===== src/rtl/match_ctrl.sv =====
// Match-level sequencer: start detection, serve pauses between rallies,
// winner declaration and game-over display flashing, advanced by a game tick.
module match_ctrl #(
  parameter int WIN_SCORE   = 9,
  parameter int SERVE_TICKS = 1000,
  parameter int FLASH_TICKS = 250
) (
  input  logic       clk,
  input  logic       reset,
  input  logic       tick,
  input  logic       start,
  input  logic [3:0] score_p1,
  input  logic [3:0] score_p2,
  output logic       run,
  output logic       serve_p,
  output logic       clear_scores,
  output logic [1:0] winner,
  output logic       blank,
  output logic [1:0] state_o
);

  localparam logic [1:0] S_IDLE  = 2'd0;
  localparam logic [1:0] S_SERVE = 2'd1;
  localparam logic [1:0] S_PLAY  = 2'd2;
  localparam logic [1:0] S_OVER  = 2'd3;

  localparam logic [3:0]  WIN_LVL    = 4'(WIN_SCORE);
  localparam logic [15:0] SERVE_LAST = 16'(SERVE_TICKS - 1);
  localparam logic [15:0] FLASH_LAST = 16'(FLASH_TICKS - 1);

  logic [1:0]  state_q, state_d;
  logic [15:0] cnt_q, cnt_d;
  logic        start_q;
  logic [3:0]  p1_q, p2_q;
  logic        run_q, run_d;
  logic        serve_q, serve_d;
  logic        clear_q, clear_d;
  logic [1:0]  winner_q, winner_d;
  logic        blank_q, blank_d;

  logic start_rise, p1_pt, p2_pt, w1, w2;

  // Points are score edges seen against last cycle's sample; only PLAY acts on them.
  assign start_rise = start & ~start_q;
  assign p1_pt      = (score_p1 != p1_q);
  assign p2_pt      = (score_p2 != p2_q);
  assign w1         = (score_p1 >= WIN_LVL);
  assign w2         = (score_p2 >= WIN_LVL);

  always_comb begin
    // NOTE: every _d gets a default first so no path through the case infers a latch.
    state_d  = state_q;
    cnt_d    = cnt_q;
    serve_d  = serve_q;
    clear_d  = 1'b0;
    winner_d = winner_q;
    blank_d  = blank_q;

    case (state_q)
      S_IDLE: begin
        if (start_rise) begin
          clear_d  = 1'b1;
          winner_d = 2'b00;
          serve_d  = 1'b0;
          state_d  = S_SERVE;
        end
      end
      S_SERVE: begin
        if (tick) begin
          if (cnt_q == SERVE_LAST) state_d = S_PLAY;
          else                     cnt_d   = cnt_q + 16'd1;
        end
      end
      S_PLAY: begin
        if (p1_pt | p2_pt) begin
          if (w1 | w2) begin
            winner_d = {w2, w1};
            state_d  = S_OVER;
          end else begin
            // The player who conceded serves; a double point falls back to player 1.
            serve_d = p1_pt & ~p2_pt;
            state_d = S_SERVE;
          end
        end
      end
      S_OVER: begin
        if (start_rise) begin
          blank_d  = 1'b0;
          clear_d  = 1'b1;
          winner_d = 2'b00;
          serve_d  = 1'b0;
          state_d  = S_SERVE;
        end else if (tick) begin
          if (cnt_q == FLASH_LAST) begin
            blank_d = ~blank_q;
            cnt_d   = '0;
          end else begin
            cnt_d = cnt_q + 16'd1;
          end
        end
      end
      default: state_d = S_IDLE;
    endcase

    if (state_d != state_q) cnt_d = '0;
    run_d = (state_d == S_PLAY);
  end

  always_ff @(posedge clk) begin
    // NOTE: non-blocking assignments keep every register sampling pre-edge values.
    if (reset) begin
      state_q  <= S_IDLE;
      cnt_q    <= '0;
      start_q  <= 1'b1;
      p1_q     <= '0;
      p2_q     <= '0;
      run_q    <= 1'b0;
      serve_q  <= 1'b0;
      clear_q  <= 1'b0;
      winner_q <= 2'b00;
      blank_q  <= 1'b0;
    end else begin
      state_q  <= state_d;
      cnt_q    <= cnt_d;
      start_q  <= start;
      p1_q     <= score_p1;
      p2_q     <= score_p2;
      run_q    <= run_d;
      serve_q  <= serve_d;
      clear_q  <= clear_d;
      winner_q <= winner_d;
      blank_q  <= blank_d;
    end
  end

  assign run          = run_q;
  assign serve_p      = serve_q;
  assign clear_scores = clear_q;
  assign winner       = winner_q;
  assign blank        = blank_q;
  assign state_o      = state_q;

endmodule


===== config.mk =====
export PLATFORM = sky130hd
export DESIGN_NAME = match_ctrl
export DESIGN_NICKNAME = d
export VERILOG_FILES = /design/src/rtl/match_ctrl.sv
export SDC_FILE = /design/constraint.sdc
export NUM_CORES = 1
export LEC_CHECK = 0
export CAP_MARGIN = 15
export CORE_ASPECT_RATIO = 2
export CORE_MARGIN = 2
export CORE_UTILIZATION = 47
export DETAILED_ROUTE_END_ITERATION = 8
export PLACE_DENSITY = 0.69
export SLEW_MARGIN = 20
export SYNTH_ARGS = -nofsm -noshare
export SYNTH_HDL_FRONTEND = slang
export SYNTH_SLANG_ARGS = --single-unit

===== constraint.sdc =====
create_clock -name clk -period 2.5 [get_ports clk]
set_input_delay 0.25 -clock clk [delete_from_list [all_inputs] [get_ports clk]]
set_output_delay 0.25 -clock clk [all_outputs]
set_load 0.02 [all_outputs]

# Word-level counts from Yosys, hierarchy flattened
# Index checks and enable logic that the tools add are counted.
[totals] regBits=33 wordCells=74 out_inout_bits=8 in_bits=12
[classes] reduce_logical=12 n_addsub=1 n_mux=24 n_bitwise=8 eq_ne=17 magnitude_cmp=2
[ops] operator="2-to-1 mux 16 bit" n=5
[ops] operator="one-hot mux 16 bit (2 select lines)" n=1
[ops] operator="adder 16 x 1 -> 16 bit (second input constant)" n=1
[ops] operator="== test 16 x 10 -> 1 bit (second input constant)" n=1
[ops] operator="== test 16 x 8 -> 1 bit (second input constant)" n=1
[ops] operator="2-to-1 mux 2 bit" n=8
[ops] operator="!= test 2 bit (second input constant)" n=7
[ops] operator=">= comparator 4 bit (second input constant)" n=2
[ops] operator="!= test 4 bit" n=2
[ops] operator="AND reduction 4 bit" n=2
[ops] operator="nonzero test 2 bit" n=4
[ops] operator="2-to-1 mux 1 bit" n=7
[ops] operator="== test 2 bit (second input constant)" n=3
[ops] operator="one-hot mux 2 bit (3 select lines)" n=1
[ops] operator="OR reduction 2 bit" n=3
[ops] operator="AND reduction 5 bit" n=1
[ops] operator="inverter 1 bit" n=4
[ops] operator="one-hot mux 2 bit (2 select lines)" n=1
[ops] operator="AND reduction 3 bit" n=1
[ops] operator="bitwise AND 1 bit" n=2
[ops] operator="== test 2 x 1 -> 1 bit (second input constant)" n=1
[ops] operator="zero test 2 bit" n=1
[ops] operator="!= test 2 x 1 -> 1 bit (second input constant)" n=1
[ops] operator="!= test 2 bit" n=1
[ops] operator="other kinds (2)" n=3

# Depth between registers and ports, before layout
# Gate-level depths: netlist (run 1).
[depth] ltp_word=7 ltp_mapped=9 mapped_depth_nobuf=7

# Worst setup path before layout (run 1)
# OpenSTA, ideal clock, no wires.
[synth_timing] path_type="reg-to-reg" start="register cnt_q[0]" end="register cnt_q[7]" synth_period_minus_slack_ps=2258 slack_ps=242 setup_time_ps=115 arrival_time_ps=2143 n_path_buf=1 t_required_ps=2385 stages_incl_launch_ff=8 path_cell_list="dfxtp_1 ha_1 or4bb_1 or4_1 buf_2 o31ai_4 nor3_1 o21ba_1"
[synth_between] elab_chain_len=6 word_cells_on_any_way=16 cone_classes="add/sub: 1; eq/ne: 4; mux: 9; reduce/logical: 2"
[synth_lines] item="from (decl)" line="32" text="logic [15:0] cnt_q, cnt_d;"
[synth_lines] item="from (signal assigned)" line="124" text="cnt_q <= cnt_d;"
[synth_lines] item="parallel branches: the longest is 6 deep, another holds adder 16 x 1 -> 16 bit"
# Several ways; the timed one is not identified. The select of a mux whose other input is x is not followed.
# A chain may end at the register's enable or synchronous reset.

# Worst setup path after layout (run 1)
# Same ends and word-level chain as after synthesis.

==> metrics.cfg, run 1 <==
[outcome]
status = finished clean

[detailed_routing]
drc = 0
finalWirelength_microns = 4260
dr.pass1.iters = 4
ant_nets = 0
route.detailed.wl_per_inst_microns = 14.59
drt-vias-per-instance = 5.682
drt_iter0_markers = 47
vias = 1659

[global_route]
grt_overflow = 0
track_usage_pct = 22.93
grt_first_pass_wirelength_microns = 7189
grt_pass1_vias = 1665
grt_max_degree = 19
antenna_found_initial = 0

[clock_tree]
cts-root-buf = clkbuf_8
cts_max_level = 2
cts_tree = yes
clock_sinks = 33
cts-buffers-inserted = 5
clockBufferDepth = 2
clk_pin_slew_ps = 70
hold_buffers = 0
clk_latency_ps = 280

[sta]
fin_crit_ps = 2365
final_max_slew_viol_count = 0
grt_setup_unrepaired = false
slew_headroom_pct = 69.01
setup_tns_ps = 0
fin_skew_ps = 6.505
fmax_mhz = 422.8
worst_pin_slew_ps = 459.0
fin_ws_ps = 134.9
hold_viol_final = 0
finalSetupViolCount = 0
period_share_pct = 94.60

[yosys]
synth_top_area_share_pct = 37.34
synth_warnings = 0
async_reset_ff_share_pct = 0
synth_top_cells_by_area = dfxtp_1 (37%), ha_1 (4.2%), xnor2_1 (4.0%), xor2_1 (4.0%), a21oi_1 (3.7%)
synth-edff-count = 0
synthFlopType = dfxtp_1
syn_nets = 227
syn_avg_cell_area_sq_um = 8.465
yosysUniqueCellTypes = 48
synth_seq_cells = 33
synth.cell_area_sq_um = 1769
syn_inst = 209
yosysTopAreaCell = dfxtp_1
ys_seq_area_share_pct = 37.34

[finish]
area_delta_synth_final_pct = 25.46
final_nets = 260
antenna_cells = 0
fillers = 333
drive_gt1_share_pct = 12.35
regArea_sq_um = 660.6
multiInputGateArea_sq_um = 1040

[critical_path]
reg2reg_from = cnt_q[0]
critPathMaxFanout = 5
required_ps = 2680
path_class = reg -> reg
r2r_end = cnt_q[7]
reg2reg_depth = 7
end_kind = flop
cp-start-kind = flop
rrSetupSlack_ps = 130
arrival_ps = 2550

[die]
coreArea_sq_um = 3607
fp.dieH_microns = 90.77
fp.dieArea_sq_um = 4301
ios = 20
dieWidth_microns = 47.39
num_rows = 31
start_util_pct = 49.05

[pwr]
powerDensity_nw_per_um2 = 762.6
p_leak_nw = 0.7757
peakVddDrop_uv = 529.9

[placement]
place_congestion = 0.9027
dp_worst_setup_slack_ps = 109.9
hpwlAfterDp_microns = 3193
numPortBuffers = 19

[flow_run]
drv_cap = 0

[worst_hold_path]
whs_path_depth = 2
hold_path.class = reg -> reg
holdPathEnd = winner[0]
hp-start = winner[0]

## state kept, by name (all words and copies together), names as in the netlist
name and cells:
blank 1, clear_scores 1, cnt_q 16, p1_q 4, p2_q 4, run 1, serve_p 1, start_q 1
state_o 2, winner 2
## through the flow
step | std cells | area, sq um | utilization (%) | total power, W | hold WS (ps)
5_1_grt | 292 | 2220 | 61.53 | 0.001771 | 510.8
2_1_floorplan | 209 | 1769 | - | 0.0009358 | 356.6
3_3_place_gp | 282 | 2088 | 57.89 | 0.001157 | 465.3
6_report | 292 | 2220 | 61.53 | 0.001693 | 478.0
3_5_place_dp | 282 | 2088 | 57.89 | 0.001162 | 474.4
4_1_cts | 290 | 2205 | 61.12 | 0.001691 | 488.1
## worst max-delay path by stage
stage                to  slack [ps]     start
2_1_floorplan  cnt_q[7]         240  cnt_q[0]
3_3_place_gp   cnt_q[7]         150  cnt_q[0]
3_5_place_dp   cnt_q[7]         110  cnt_q[0]
4_1_cts        cnt_q[7]          80  cnt_q[0]
5_1_grt        cnt_q[7]          10  cnt_q[0]
6_report       cnt_q[7]         130  cnt_q[0]
## cells by family after synthesis
logic type      synth area share (%)
compound gates                 18.10
xor+xnor                       7.921
fa+ha+maj                      4.243
buf+inv                        3.889
flops                          37.34
simple gates                   28.50
## power by group
part,leakage [nW],internal [W],switching (W)
logic,0.448,0.000249,0.000321
registers,0.269,0.000561,0.0000420
clock network,0.0585,0.000325,0.000194
## layout make-up
type	instances	share of cell area, %
clock inverters	1	1.353
multi-input cells	158	46.84
repair buffers	31	13.19
flip-flops and latches	33	29.76
well taps	49	2.762
inverters	13	2.198
clock buffers	7	3.890
## synthesized netlist by cell type (all sizes together) (4+ instances only)
| master | count |
|---|---|
| o21ai | 9 |
| nand2 | 9 |
| or3 | 4 |
| a31oi | 4 |
| nand3 | 8 |
| dfxtp | 33 |
| nand4 | 10 |
| inv | 13 |
| nor2 | 17 |
| nand3b | 4 |
| nor3 | 7 |
| clkbuf | 4 |
| or2 | 4 |
| ha | 6 |
| a21oi | 13 |
| xor2 | 8 |
| nor2b | 10 |
| xnor2 | 8 |
## worst max-delay path, cell delays in order, from the launching register on
cell,delay (ps)
dfxtp_1,400
ha_1,230
or4bb_1,510
or4_1,480
o31ai_4,260
buf_4,160
nor3_1,50
o21ba_1,170
## cells in the final DEF (no fill, tap or decap), types with 4 or more instances in the layout
cell	count
xnor2_1	8
nand4_1	10
clkdlybuf4s50_1	19
nand3b_1	4
a21oi_1	13
nor3_1	7
nand2_1	9
xor2_1	8
nor2b_1	10
inv_1	13
clkbuf_8	6
dfxtp_1	33
or2_2	4
nand3_1	8
buf_4	11
ha_1	6
nor2_1	17
a31oi_1	4
o21ai_0	8
## per-layer routing
layer	vias to the layer above	global-route usage [%]	wire length, microns
met1	777	21.47	1532
met5	-	0	0
met2	41	40.32	2396
li1	822	-	-
met3	19	4.200	105
met4	0	15.05	225
## what timing repair did
item / 4_1_cts / 5_1_grt
buffers inserted: 0 / 2
resized for setup: 0 / 0
setup endpoints to repair: 0 / 2
Note: power is estimated with default switching activity, not from simulation.
==> inputs of run 2 (changes only) <==
- CAP_MARGIN: 15 -> default
==> results of run 2 <==
Same layout as run 1: the final DEF is identical, and so are final timing and power.
